[src/rtl/wb_pkg.sv]
// Shared types for the queued Wishbone master: command encoding and
// controller state enumeration.
package wb_pkg;

  typedef enum logic [1:0] {
    WISHBONE_CMD_NONE  = 2'd0,
    WISHBONE_CMD_LOAD  = 2'd1,
    WISHBONE_CMD_STORE = 2'd2
  } wb_command_t;

  typedef enum logic {
    WB_STATE_IDLE     = 1'b0,
    WB_STATE_WAIT_ACK = 1'b1
  } wb_state_t;

endpackage

[src/rtl/wb_cmd_fifo.sv]
// Command queue for wb_master_q: synchronous push/pop, pointers carry an
// extra wrap bit so full and empty are distinguishable.
module wb_cmd_fifo #(
  parameter int WIDTH = 8,
  parameter int DEPTH = 4
) (
  input  logic             clk_in,
  input  logic             reset_in,
  input  logic             push,
  input  logic [WIDTH-1:0] din,
  input  logic             pop,
  output logic [WIDTH-1:0] dout,
  output logic             full,
  output logic             empty
);

  localparam int AW = (DEPTH > 1) ? $clog2(DEPTH) : 1;

  logic [WIDTH-1:0] mem [DEPTH];
  logic [AW:0]      wr_ptr = '0;
  logic [AW:0]      rd_ptr = '0;

  assign empty = (wr_ptr == rd_ptr);
  assign full  = (wr_ptr[AW] != rd_ptr[AW]) && (wr_ptr[AW-1:0] == rd_ptr[AW-1:0]);
  assign dout  = mem[rd_ptr[AW-1:0]];

  always_ff @(posedge clk_in) begin
    if (!reset_in) begin
      wr_ptr <= '0;
      rd_ptr <= '0;
    end else begin
      if (push && !full)
        wr_ptr <= wr_ptr + (AW+1)'(1);
      if (pop && !empty)
        rd_ptr <= rd_ptr + (AW+1)'(1);
    end
  end

  always_ff @(posedge clk_in) begin
    if (reset_in && push && !full)
      mem[wr_ptr[AW-1:0]] <= din;
  end

endmodule

[src/rtl/wb_master_q.sv]
// Queued Wishbone classic master: buffers LOAD/STORE commands and runs them
// one at a time. Optional ack timeout enabled by WB_MASTER_TIMEOUT_EN.
//
// state    | meaning
// IDLE     | bus released; pops next queued command when one is present
// WAIT_ACK | cyc/stb asserted, waiting for ack, err or (optionally) timeout
module wb_master_q
  import wb_pkg::*;
#(
  parameter int DATA_W         = 32,
  parameter int ADDR_W         = 32,
  parameter int QUEUE_DEPTH    = 4,
  parameter int TIMEOUT_CYCLES = 255
) (
  input  logic                clk_in,
  input  logic                reset_in,
  input  wb_command_t         cmd_in,
  output logic                cmd_ready_out,
  input  logic [ADDR_W-1:0]   addr_in,
  input  logic [DATA_W-1:0]   wdata_in,
  input  logic [DATA_W/8-1:0] wmask_in,
  output logic                rsp_valid_out,
  output logic                rsp_err_out,
  output logic                rsp_timeout_out,
  output logic [DATA_W-1:0]   rsp_rdata_out,
  output logic                busy_out,
  output logic [ADDR_W-1:0]   wb_addr_out,
  output logic [DATA_W-1:0]   wb_wdata_out,
  output logic [DATA_W/8-1:0] wb_sel_out,
  output logic                wb_we_out,
  output logic                wb_stb_out,
  output logic                wb_cyc_out,
  input  logic [DATA_W-1:0]   wb_rdata_in,
  input  logic                wb_ack_in,
  input  logic                wb_err_in
);

  localparam int SEL_W   = DATA_W / 8;
  localparam int ENTRY_W = 1 + ADDR_W + DATA_W + SEL_W;

  localparam logic [0:0] ST_IDLE     = WB_STATE_IDLE;
  localparam logic [0:0] ST_WAIT_ACK = WB_STATE_WAIT_ACK;

  logic               q_push;
  logic               q_pop;
  logic               q_full;
  logic               q_empty;
  logic               is_store;
  logic [ENTRY_W-1:0] q_din;
  logic [ENTRY_W-1:0] q_dout;

  logic [0:0]         state_q     = ST_IDLE;
  logic               cyc_q       = 1'b0;
  logic               we_q        = 1'b0;
  logic               load_q      = 1'b0;
  logic [ADDR_W-1:0]  addr_q      = '0;
  logic [DATA_W-1:0]  wdata_q     = '0;
  logic [SEL_W-1:0]   sel_q       = '0;
  logic               rsp_valid_q = 1'b0;
  logic               rsp_err_q   = 1'b0;
  logic [DATA_W-1:0]  rsp_rdata_q = '0;

  assign is_store = (cmd_in == WISHBONE_CMD_STORE);
  assign q_push   = (is_store || cmd_in == WISHBONE_CMD_LOAD) && !q_full;
  assign q_pop    = (state_q == ST_IDLE);
  // Loads always read the full word, so their mask is forced at enqueue time.
  assign q_din    = {is_store, addr_in, wdata_in, is_store ? wmask_in : {SEL_W{1'b1}}};

  wb_cmd_fifo #(
    .WIDTH(ENTRY_W),
    .DEPTH(QUEUE_DEPTH)
  ) u_cmd_fifo (
    .clk_in  (clk_in),
    .reset_in(reset_in),
    .push    (q_push),
    .din     (q_din),
    .pop     (q_pop),
    .dout    (q_dout),
    .full    (q_full),
    .empty   (q_empty)
  );

`ifdef WB_MASTER_TIMEOUT_EN
  localparam int TMO_W = $clog2(TIMEOUT_CYCLES + 1);
  logic [TMO_W-1:0] tmo_cnt_q     = '0;
  logic             rsp_timeout_q = 1'b0;
  assign rsp_timeout_out = rsp_timeout_q;
`else
  assign rsp_timeout_out = 1'b0;
`endif

  always_ff @(posedge clk_in) begin
    if (!reset_in) begin
      state_q     <= ST_IDLE;
      cyc_q       <= 1'b0;
      we_q        <= 1'b0;
      load_q      <= 1'b0;
      addr_q      <= '0;
      wdata_q     <= '0;
      sel_q       <= '0;
      rsp_valid_q <= 1'b0;
      rsp_err_q   <= 1'b0;
      rsp_rdata_q <= '0;
`ifdef WB_MASTER_TIMEOUT_EN
      tmo_cnt_q     <= '0;
      rsp_timeout_q <= 1'b0;
`endif
    end else begin
      rsp_valid_q <= 1'b0;
      case (state_q)
        ST_IDLE: begin
          if (!q_empty) begin
            {we_q, addr_q, wdata_q, sel_q} <= q_dout;
            load_q  <= !q_dout[ENTRY_W-1];
            cyc_q   <= 1'b1;
            state_q <= ST_WAIT_ACK;
`ifdef WB_MASTER_TIMEOUT_EN
            // Terminal count at zero gives exactly TIMEOUT_CYCLES cycles of cyc.
            tmo_cnt_q <= TMO_W'(TIMEOUT_CYCLES - 1);
`endif
          end
        end
        default: begin
          if (wb_err_in || wb_ack_in) begin
            state_q     <= ST_IDLE;
            cyc_q       <= 1'b0;
            we_q        <= 1'b0;
            rsp_valid_q <= 1'b1;
            rsp_err_q   <= wb_err_in;
            if (!wb_err_in && load_q)
              rsp_rdata_q <= wb_rdata_in;
`ifdef WB_MASTER_TIMEOUT_EN
            rsp_timeout_q <= 1'b0;
          end else if (tmo_cnt_q == '0) begin
            state_q       <= ST_IDLE;
            cyc_q         <= 1'b0;
            we_q          <= 1'b0;
            rsp_valid_q   <= 1'b1;
            rsp_err_q     <= 1'b1;
            rsp_timeout_q <= 1'b1;
          end else begin
            tmo_cnt_q <= tmo_cnt_q - 1'b1;
`endif
          end
        end
      endcase
    end
  end

  assign cmd_ready_out = !q_full;
  assign busy_out      = !q_empty || (state_q == ST_WAIT_ACK);
  assign rsp_valid_out = rsp_valid_q;
  assign rsp_err_out   = rsp_err_q;
  assign rsp_rdata_out = rsp_rdata_q;
  assign wb_addr_out   = addr_q;
  assign wb_wdata_out  = wdata_q;
  assign wb_sel_out    = sel_q;
  assign wb_we_out     = we_q;
  assign wb_stb_out    = cyc_q;
  assign wb_cyc_out    = cyc_q;

endmodule

[config.mk]
export PLATFORM = sky130hd
export DESIGN_NAME = wb_master_q
export DESIGN_NICKNAME = d
export VERILOG_FILES = /design/src/rtl/wb_pkg.sv /design/src/rtl/wb_cmd_fifo.sv /design/src/rtl/wb_master_q.sv
export SDC_FILE = /design/constraint.sdc
export NUM_CORES = 1
export LEC_CHECK = 0
export ABC_AREA = 1
export CORE_MARGIN = 2
export CORE_UTILIZATION = 50
export CTS_CLUSTER_DIAMETER = 100
export DETAILED_ROUTE_END_ITERATION = 10
export PLACE_DENSITY = 0.76
export SYNTH_ARGS = -nofsm -noshare
export SYNTH_HDL_FRONTEND = slang
export SYNTH_SLANG_ARGS = --single-unit
[constraint.sdc]
create_clock -name clk_in -period 4.4 [get_ports clk_in]
set_clock_uncertainty 0.05 [all_clocks]
set_input_delay 0.44 -clock clk_in [delete_from_list [all_inputs] [get_ports clk_in]]
set_output_delay 0.44 -clock clk_in [all_outputs]
set_load 0.02 [all_outputs]
# Word-level counts from Yosys, hierarchy flattened

Memory sizes are Yosys's and may differ from the RTL's. A register that Yosys moved wholly into a read port is not among the register bits.
Cells that the tools add are included.

Eq/ne operators: 7
Reductions and logical operators: 19
Muxes and demuxes: 14
Bitwise operators: 2
Add/sub/neg operators: 2

Operator list:

| kind                                                                     | count |
|---|---|
| 1-bit 2-to-1 mux                                                         | 11 |
| 2-bit AND reduction                                                      | 4 |
| 1-bit logical AND                                                        | 7 |
| 3-bit by 1-bit adder with 3-bit output (second input constant)           | 2 |
| 1-bit zero test                                                          | 4 |
| 2-bit 2-to-1 mux                                                         | 2 |
| 4-bit 2-to-1 mux                                                         | 1 |
| 2-bit by 1-bit inequality test with 1-bit output (second input constant) | 2 |
| 3-bit == test                                                            | 1 |
| 1-bit logical OR                                                         | 3 |
| 3-bit AND reduction                                                      | 1 |
| 2-bit by 1-bit == test with 1-bit output (second input constant)         | 1 |
| 2-bit == test                                                            | 1 |
| 2-bit == test (second input constant)                                    | 1 |
| 1-bit inverter                                                           | 2 |
| 1-bit inequality test                                                    | 1 |

Bits of input ports: 106
Memories kept: 1
Flip-flop bits (word level): 112
Memory bits (writable): 276
Word-level logic and storage cells: 57
Output and inout bits: 108

Memories:

| memory         | words | width | read ports | clocked after memory_dff | wr ports | line              | text |
|---|---|---|---|---|---|---|---|
| u_cmd_fifo.mem | 4     | 69    | 1          | 1                        | 1        | wb_cmd_fifo.sv:19 | `logic [WIDTH-1:0] mem [DEPTH];` |

# Logic depth before layout (Yosys ltp)

Gate-level depths: netlist of the first run.

Depth after elaboration: 8
Mapped depth: 10
Mapped depth without buffers: 8

# By module

Synthesis of the first run repeated with hierarchy kept, for this count alone.

Cell total of the unflattened synthesis: 1288
Area, all modules: 14706.6 µm²

By module, submodules not included:

| module      | sequential area each (µm²) | cells each | instances | area each (µm²) |
|---|---|---|---|---|
| wb_cmd_fifo | 8448.1                     | 742        | 1         | 10716.5 |
| wb_master_q | 2122.0                     | 546        | 1         | 3990.1 |

# Least setup slack after synthesis of the first run

No wires, ideal clock.

Path type: reg2reg
From: register u_cmd_fifo.wr_ptr[1]
To: memory u_cmd_fifo.mem[0][0] (netlist name), enable pin
Stages on the path, launching flop included: 9
Setup time: 0.497 ns
Path slack: -0.187 ns
Data required time: 3.853 ns
Clock period less this slack: 4.587 ns
Arrival: 4.041 ns
Cell sequence: dfxtp_1 inv_1 nand2_1 nand2_1 nand3_1 nand2_1 inv_1 nand2_1 nor2_1

Word-level cells in the longest chain between the ends: 8

Ends and longest elaborated chain:

| what                                     | line              | text |
|---|---|---|
| start: declaration                       | wb_cmd_fifo.sv:20 | `logic [AW:0] wr_ptr = '0;` |
| start signal: assignment                 | wb_cmd_fifo.sv:33 | `wr_ptr <= wr_ptr + (AW+1)'(1);` |
| 2-bit == test *                          | wb_cmd_fifo.sv:24 | `assign full = (wr_ptr[AW] != rd_ptr[AW]) && (wr_ptr[AW-1:0] == rd_ptr[AW-1:0]);` |
| 1-bit logical AND *                      | wb_cmd_fifo.sv:24 |  |
| 1-bit zero test *                        | n/a               |  |
| net cmd_ready_out                        | wb_master_q.sv:18 | `output logic cmd_ready_out,` |
| 1-bit logical AND                        | wb_master_q.sv:64 | `assign q_push = (is_store \|\| cmd_in == WISHBONE_CMD_LOAD) && !q_full;` |
| 1-bit logical AND                        | wb_cmd_fifo.sv:40 | `if (reset_in && push && !full)` |
| 1-bit logical AND *                      | wb_cmd_fifo.sv:40 |  |
| 1-bit 2-to-1 mux *                       | wb_cmd_fifo.sv:40 |  |
| 1-bit 2-to-1 mux (implied by the code) * | wb_cmd_fifo.sv:41 | `mem[wr_ptr[AW-1:0]] <= din;` |
| end: declaration                         | wb_cmd_fifo.sv:19 |  |

The timed path passes the listed nets; every way through them passes the cells marked *.

# Worst setup path after layout of the first run

From: register u_cmd_fifo.wr_ptr[1]
To: output cmd_ready_out

Word-level cells in the longest chain between the ends: 3

Ends and longest elaborated chain:

| what              | line               | text |
|---|---|---|
| 2-bit == test     | wb_cmd_fifo.sv:24  |  |
| 1-bit logical AND | wb_cmd_fifo.sv:24  |  |
| 1-bit zero test   | wb_master_q.sv:150 | `assign cmd_ready_out = !q_full;` |
| end: declaration  | wb_master_q.sv:18  |  |

No other way between the ends.

==> impl_metrics.csv, run 1 <==
group,metric,value,unit
cts,ctsHoldBuffers,0,
routing,drt_pass1_iterations,5,
run_status,status,"complete, no violations",
sta,hold_viol,0,
routing,drt_iter0_drc,837,
logic_synthesis,avgSynthCellArea,9.33,sq um
logic_synthesis,synth_cells,1774,
grt,grt_start_max_net_pins,92,
worst_setup_path,crit_family,"buffers and inverters",
grt,antenna_found_initial,3,
worst_setup_path,crit_cells,5,
logic_synthesis,synth_top_flop_cell,"edfxtp_1",
logic_synthesis,synth_edf_count,276,
sta,hold-worst-slack,272,ps
sta,slew_headroom,33.3,%
sta,fin_crit,2550,ps
sta,fmax,391,MHz
grt,grt_pass1_wl,57200,um
logic_synthesis,yosys_warnings,0,
cts,clkTransAtPathRegs,60,ps
logic_synthesis,synth-seq-cells,390,
cts,cts_buffers,41,
cts,clockBufferDepth,3,
cts,cts_setup_buffers,0,
floorplanning,pin_count,214,
logic_synthesis,synthTopCellsByArea,"edfxtp_1, dfxtp_1, nand2_1",
worst_setup_path,cp_common_cell,"nand2_1",
sta,worst_pin_slew,1000,ps
worst_setup_path,criticalPathCategory,"reg -> out",
worst_setup_path,critPathMaxFanout,5,
final_layout,postLayoutCoreUtil,61.7,%
pwr,power_density,612,nW/um^2
cts,clock_sinks,390,
routing,wl_met3,2460,um
floorplanning,rows,66,
logic_synthesis,mappedNetlistNets,1886,
worst_setup_path,cp.arrival,2060,ps
final_layout,syn_to_final_growth,21.3,%
logic_synthesis,synth.largest_area_cell,"edfxtp_1",
pwr,finalPower,0.0123,W
logic_synthesis,yosysMostFrequentCell,"nand2_1",
worst_setup_path,cp_cell_sequence,"inv_1, nand2_1, nand2_1, nand3_1, clkdlybuf4s50_1",
routing,vias_per_cell,4.85,
routing,drt_wl_total,36200,um
final_layout,nets,2067,
job,cap_violations,0,
routing,wl_met1,14300,um
grt,track_usage,21.1,%
floorplanning,design.die.area,34600,sq um
cts,insertion_delay,520,ps
cts,cts_tree,"built",
logic_synthesis,seq_area_frac_synth,63.9,%
sta,finalCritPeriodShare,58.1,%
cts,clock-root-buffer,"clkbuf_16",
final_layout,drive_gt1_share,5.49,%
logic_synthesis,yosysTopAreaCellShare,50.1,%
placed_design,gp_congestion,0.747,
routing,vias,11800,
grt,grt_pass1_vias,11500,
pwr,ir_worst_vdd,389,uV
cts,h-tree-depth,2,
worst_setup_path,worst-path-buf-inv,2,
worst_hold_path,hp-class,"in -> reg",
routing,dr_wl_met2,18500,um
sta,rsz0062_at_grt,"no",
floorplanning,core,32500,sq um
logic_synthesis,netlist_area,16600,sq um
pwr,p_leak,9.11,nW
sta,slew_viol_final,0,
floorplanning,die_w,186,um
logic_synthesis,async_flop_share,0,%
worst_setup_path,worstPathRequired,3910,ps
routing,ant_nets,0,
logic_synthesis,synth_cell_types,29,
cts,cts_resized,0,
placed_design,io_buffers,212,
sta,setup_viol,0,
worst_setup_path,end_kind,"output pin",
floorplanning,die_h,186,um
placed_design,hpwl,21400,um
routing,highest_layer,"met5",
floorplanning,initial_core_util,50.9,%
logic_synthesis,synth_top_cells_by_count,"nand2_1, inv_1, edfxtp_1",
routing,drc,0,
worst_hold_path,whs_path_depth,3,
worst_setup_path,slowest_stage,"clkdlybuf4s50_1",
routing,wl_per_cell,14.9,um
grt,overflow,0,
worst_setup_path,start_kind,"flop",
worst_setup_path,reg2reg_depth,9,
worst_setup_path,max_stage_delay,670,ps
[state kept, by name, summed over array words and instances (netlist names), named ones only]
| name | flops |
|---|---|
| rsp_err_out | 1 |
| state_q | 1 |
| wb_cyc_out | 1 |
| u_cmd_fifo.wr_ptr | 3 |
| u_cmd_fifo.rd_ptr | 3 |
| rsp_rdata_out | 32 |
| load_q | 1 |
| wb_wdata_out | 32 |
| rsp_valid_out | 1 |
| wb_sel_out | 4 |
| wb_we_out | 1 |
| wb_addr_out | 32 |
| u_cmd_fifo.mem | 276 |
[layout by cell type (no fill, tap or decap), types with 2 or more instances in the layout]
cell | netlist | final
xor2_1 | 2 | 2
nand3_2 | 22 | 21
inv_4 | 1 | 2
edfxtp_1 | 276 | 276
clkinv_2 | 0 | 11
clkbuf_8 | 1 | 3
nand3b_1 | 2 | 2
nand3_1 | 193 | 193
ha_1 | 6 | 6
clkdlybuf4s50_1 | 0 | 211
clkbuf_1 | 19 | 11
diode_2 | 0 | 2
dfxtp_1 | 114 | 112
nor2_4 | 0 | 4
nand2_1 | 443 | 443
nor2_1 | 216 | 212
buf_12 | 4 | 3
inv_1 | 367 | 365
clkinv_1 | 0 | 4
a21oi_1 | 4 | 4
buf_4 | 20 | 12
dfxtp_4 | 0 | 2
clkbuf_16 | 0 | 41
bufinv_16 | 0 | 2
o21ai_0 | 32 | 32
[worst register-to-register path: stages, from the launching register on]
cell	delay, ps
dfxtp_4	550
inv_4	780
buf_4	480
nand2_1	110
nand3_1	80
nand2_1	90
inv_1	60
nand3_1	60
nand2_1	100
nor2_1	50
[power breakdown]
group          switching (W)  internal, W
registers           0.000313      0.00445
clock network        0.00132      0.00188
logic                0.00273      0.00159
total                0.00436      0.00792
[cell families after synthesis]
logic type | count (synthesis) | synth area share (%)
other | 1 | 0.0227
adder cells (fa/ha/maj) | 6 | 0.454
buffers and inverters | 458 | 12.0
XOR/XNOR | 3 | 0.204
AO/OA/AOI/OAI | 36 | 1.09
AND/OR/NAND/NOR | 880 | 22.4
flip-flops | 390 | 63.9
[worst paths after layout]
kind / endpoint / slack (ps) / from
max: cmd_ready_out / 1850 / u_cmd_fifo.wr_ptr[1]
min: wb_wdata_out[14] / 270 / reset_in
max reg2reg: wb_wdata_out[30] / 1890 / flop
min reg2reg: load_q / 420 / load_q
[through the flow]
stage / setup slack (ps) / instance area [sq um] / TNS, ps / cells
2_1_floorplan: -187 / 16600 / -51640 / 1774
3_3_place_gp: 1470 / 18800 / 0 / 2354
3_5_place_dp: 1490 / 18800 / 0 / 2354
4_1_cts: 1830 / 20100 / 0 / 2426
5_1_grt: 1660 / 20100 / 0 / 2428
6_report: 1850 / 20100 / 0 / 2428
[final cells by class]
type                       count  area (sq um)
fill                        2625         12500
sequential                   390         10600
multi-input combinational    926          4040
timing repair buffer         226          2260
inverter                     370          1400
clock buffer                  55          1110
tap                          442           553
clock inverter                17           136
antenna                        2          5.00
[layer usage]
metal  vias up  GRT usage, %
li1       5820             -
met1      5480          25.9
met2       400          37.2
met3        64          3.33
met4         2          8.38
met5         -             0
No activity file was read; power rests on OpenSTA's default activity.
==> inputs of run 2 (changes only) <==
==> constraint.sdc (replaced) <==
create_clock -name clk_in -period 2.1 [get_ports clk_in]
set_clock_uncertainty 0.05 [all_clocks]
set_input_delay 0.21 -clock clk_in [delete_from_list [all_inputs] [get_ports clk_in]]
set_output_delay 0.21 -clock clk_in [all_outputs]
set_load 0.02 [all_outputs]
==> run 2 against run 1 <==
Net effect:
- via count unchanged
- worst hold slack worse by 57 ps
- sequential share of layout area shrank 1.0 points
- register-to-register slack worse by 1600 ps
- combinational power increased by 120%
- power is 120% higher
- core utilization rose by 1.3 points
- flip-flop and latch count stayed put
- sequential power grew 110%
- cell area is 2.1% higher
- critical path type unchanged
- largest power group unchanged
==> impl_metrics.csv, run 2 (synthesis gave the netlist of run 1 again) <==
group,metric,value,unit
run_status,status,"complete, no violations",
cts,insertion_delay,530,ps
worst_setup_path,reg2reg_depth,9,
floorplanning,rows,66,
grt,track_usage,21.1,%
sta,slew_headroom,35.7,%
final_layout,final_area,20500,sq um
worst_setup_path,end_kind,"output pin",
worst_setup_path,worstPathRequired,1840,ps
grt,overflow,0,
grt,grt_start_max_net_pins,108,
routing,drc,0,
routing,drt_wl_total,36500,um
job,cap_violations,0,
placed_design,place_ws,-89.4,ps
placed_design,io_buffers,212,
cts,ctsHoldBuffers,0,
floorplanning,design.die.area,34600,sq um
worst_setup_path,criticalPathCategory,"reg -> out",
final_layout,largest_reg_flops,276,
final_layout,postLayoutCoreUtil,63.0,%
sta,slew_viol_final,0,
pwr,power_density,1290,nW/um^2
final_layout,final_common_cell,"nand2_1",
final_layout,layout_common_cells,"nand2_1, inv_1, edfxtp_1, nor2_1, clkdlybuf4s50_1",
worst_hold_path,whs_path_depth,4,
sta,hold_viol,0,
grt,grt_pass1_wl,57300,um
sta,finalCritPeriodShare,91.7,%
placed_design,hpwl,22900,um
cts,clockBufferDepth,3,
floorplanning,die_w,186,um
floorplanning,die_h,186,um
routing,wl_per_cell,14.9,um
floorplanning,initial_core_util,50.9,%
pwr,finalPower,0.0265,W
pwr,ir_worst_vdd,833,uV
pwr,p_leak,9.29,nW
final_layout,nets,2084,
floorplanning,core,32500,sq um
routing,drt_iter0_drc,808,
routing,drt_pass1_iterations,6,
sta,layout_setup_ws,174,ps
routing,vias_per_cell,4.81,
sta,fin_crit,1930,ps
grt,antenna_found_initial,2,
grt,grt_pass1_vias,11400,
worst_setup_path,cp.arrival,1670,ps
worst_setup_path,start_kind,"flop",
routing,vias,11800,
cts,cts_resized,4,
worst_setup_path,critPathMaxFanout,6,
cts,clkTransAtPathRegs,60,ps
routing,ant_nets,0,
floorplanning,pin_count,214,
final_layout,syn_to_final_growth,23.9,%
sta,worst_pin_slew,964,ps
sta,fmax,519,MHz
worst_hold_path,hp-class,"in -> reg",
final_layout,drive_gt1_share,7.29,%
placed_design,placed_cells,2371,
placed_design,placed_area,19100,sq um
final_layout,stdcell_count,2448,
cts,clock_sinks,390,
cts,clock-root-buffer,"clkbuf_16",
cts,cts_setup_buffers,0,
placed_design,gp_congestion,0.763,
cts,h-tree-depth,2,
cts,cts_buffers,41,
cts,cts_tree,"built",
sta,rsz0062_at_grt,"no",
sta,setup_viol,0,
[run 2: critical path: stages, from the launching register on]
cell	delay [ps]
dfxtp_2	370
xnor2_4	250
nand4_1	150
dlygate4sd2_1	370
[run 2: metrics by stage]
| stage | hold slack, ps | setup TNS, ps |
|---|---|---|
| 3_5_place_dp | 413 | -13550 |
| 3_3_place_gp | 405 | -19530 |
| 5_1_grt | 210 | 0 |
| 6_report | 215 | 0 |
| 2_1_floorplan | 259 | -87620 |
| 4_1_cts | 200 | 0 |
[run 2: report_power, final]
part / switching, W / internal [W]
logic: 0.00595 / 0.00355
registers: 0.000499 / 0.00933
clock network: 0.00291 / 0.00427
total: 0.00936 / 0.0171
[run 2: layout make-up]
cell class	instances	area [sq um]
clock inverter	23	229
clock buffer	52	1120
timing repair buffer	243	2540
multi-input combinational	926	4080
sequential	390	10600
inverter	370	1400
tap	442	553
antenna	2	5.00
fill	2597	12000
[run 2: final timing paths]
| kind | startpoint | endpoint | slack, ps |
|---|---|---|---|
| hold reg to reg | load_q | load_q | 420 |
| setup / recovery | u_cmd_fifo.wr_ptr[0] | busy_out | 170 |
| setup reg to reg | u_cmd_fifo.wr_ptr[1] | u_cmd_fifo.mem[0][22] | 300 |
| hold / removal | reset_in | wb_wdata_out[11] | 210 |
[run 2: per-layer routing]
layer  up-vias  wire length (um)  track usage, %
met3        65              2150            3.23
met5         -                 0               0
li1       5856                 -               -
met1      5490             14900            26.6
met4         0              1080            8.28
met2       355             18400            36.7
==> inputs of run 3 (changes only) <==
--- a/config.mk
+++ b/config.mk
@@ -6,8 +6,10 @@
 export NUM_CORES = 1
 export LEC_CHECK = 0
 export ABC_AREA = 1
+export ABC_CLOCK_PERIOD_IN_PS = 2100
 export CORE_MARGIN = 2
 export CORE_UTILIZATION = 50
+export CTS_BUF_LIST = sky130_fd_sc_hd__clkbuf_16
 export CTS_CLUSTER_DIAMETER = 100
 export DETAILED_ROUTE_END_ITERATION = 10
 export PLACE_DENSITY = 0.76
==> run 3 against run 2 <==
Net effect:
- wire length barely moved
- worst hold slack better by 2.4 ps
- non-clock buffer count did not move
- sequential power hardly changed
- critical path type unchanged
- critical endpoint unchanged
==> impl_metrics.csv, run 3 (synthesis gave the netlist of run 1 again) <==
group,metric,value,unit
pwr,power.switching,0.00932,W
sta,hold_viol,0,
placed_design,gp_congestion,0.763,
pwr,p_clk_share,26.4,%
grt,grt_pass1_wl,57300,um
routing,ant_nets,0,
final_layout,layout_common_cells,"nand2_1, inv_1, edfxtp_1, nor2_1, clkdlybuf4s50_1",
worst_hold_path,worstHoldStart,"reset_in",
final_layout,syn_to_final_growth,23.5,%
cts,clkTransAtPathRegs,60,ps
sta,slew_viol_final,0,
pwr,seqPwrFrac,37.4,%
sta,rsz0062_at_grt,"no",
grt,grt_start_max_net_pins,108,
worst_setup_path,start_kind,"flop",
worst_setup_path,r2r-start,"u_cmd_fifo.wr_ptr[1]",
worst_hold_path,hp-class,"in -> reg",
grt,track_usage,21.1,%
routing,drt_pass1_iterations,5,
cts,clockBufferDepth,3,
sta,worst_pin_slew,969,ps
placed_design,placed_area,19100,sq um
pwr,p_int,0.0169,W
cts,cts_buffers,41,
floorplanning,design.die.area,34600,sq um
worst_setup_path,worstPathRequired,1840,ps
cts,insertion_delay,530,ps
cts,cts_tree,"built",
cts,clock_sinks,390,
pwr,p_comb_share,36.1,%
final_layout,largest_reg_flops,276,
pwr,swShare,35.5,%
run_status,status,"complete, no violations",
placed_design,io_buffers,212,
pwr,finalPower,0.0263,W
final_layout,nets,2084,
routing,drc,0,
floorplanning,die_w,186,um
worst_setup_path,criticalPathCategory,"reg -> out",
cts,h-tree-depth,2,
sta,setup_viol,0,
sta,fin_crit,1930,ps
pwr,ir_worst_vdd,825,uV
pwr,p_leak,9.29,nW
sta,slew_headroom,35.4,%
floorplanning,pin_count,214,
routing,vias,11700,
grt,overflow,0,
worst_setup_path,critPathMaxFanout,6,
routing,drt_iter0_drc,834,
pwr,power_density,1280,nW/um^2
sta,finalCritPeriodShare,91.7,%
floorplanning,core,32500,sq um
sta,fmax,519,MHz
floorplanning,initial_core_util,50.9,%
floorplanning,rows,66,
grt,grt_pass1_vias,11400,
routing,wl_per_cell,14.9,um
final_layout,final_area,20400,sq um
sta,tns,0,ps
final_layout,drive_gt1_share,7.04,%
worst_setup_path,crit_path_start,"u_cmd_fifo.wr_ptr[0]",
cts,clock-root-buffer,"clkbuf_16",
sta,hold-worst-slack,217,ps
floorplanning,die_h,186,um
worst_setup_path,cp.arrival,1670,ps
job,cap_violations,0,
routing,vias_per_cell,4.78,
placed_design,hpwl,22900,um
final_layout,final_common_cell,"nand2_1",
worst_setup_path,end_kind,"output pin",
grt,antenna_found_initial,2,
routing,drt_wl_total,36500,um
## run 3: stage by stage
step	worst slack (ps)	instances	util, %
floorplan	-334	1774	-
global placement	-104	2371	58.8
detailed placement	-89.4	2371	58.8
CTS	153	2446	62.8
global route	77.4	2448	62.8
finish	174	2448	62.8
## run 3: cell type report
| cell class | instances | area (sq um) |
|---|---|---|
| Inverter | 370 | 1400 |
| Tap cell | 442 | 553 |
| Clock buffer | 41 | 1030 |
| Antenna cell | 2 | 5.00 |
| Sequential cell | 390 | 10600 |
| Clock inverter | 34 | 270 |
| Multi-Input combinational cell | 926 | 4080 |
| Timing Repair Buffer | 243 | 2540 |
| Fill cell | 2599 | 12100 |
## run 3: critical path: stages, from the launching register on
cell and delay, ps:
dfxtp_2 370, xnor2_4 250, nand4_1 150, dlygate4sd2_1 370
## run 3: power by group through the flow
stage / Sequential (W) / Clock [W] / Combinational (W)
floorplan: 0.0108 / 0 / 0.00573
global placement: 0.00995 / 0 / 0.00930
global route: 0.00994 / 0.00740 / 0.0106
finish: 0.00983 / 0.00694 / 0.00949
CTS: 0.00984 / 0.00707 / 0.00957
detailed placement: 0.00998 / 0 / 0.00948
## run 3: metal layers
layer  track usage, %  vias up  share of wire (%)
met5                0        -                  0
met4             8.25        0                2.9
met3             3.25       61                5.4
met2             36.6      333                 50
met1             26.5     5455                 41
li1                 -     5856                  -
## run 3: what timing repair did
item	4_1_cts	5_1_grt
resized for setup	4	0
setup endpoints to repair	2	0
hold buffers	0	0
buffers inserted	0	0
## run 3: final timing paths
check	cells after the start	end	slack, ps
setup / recovery	3	busy_out	170
hold / removal	4	wb_wdata_out[11]	220
setup reg to reg	9	u_cmd_fifo.mem[3][38]	310
hold reg to reg	2	load_q	420
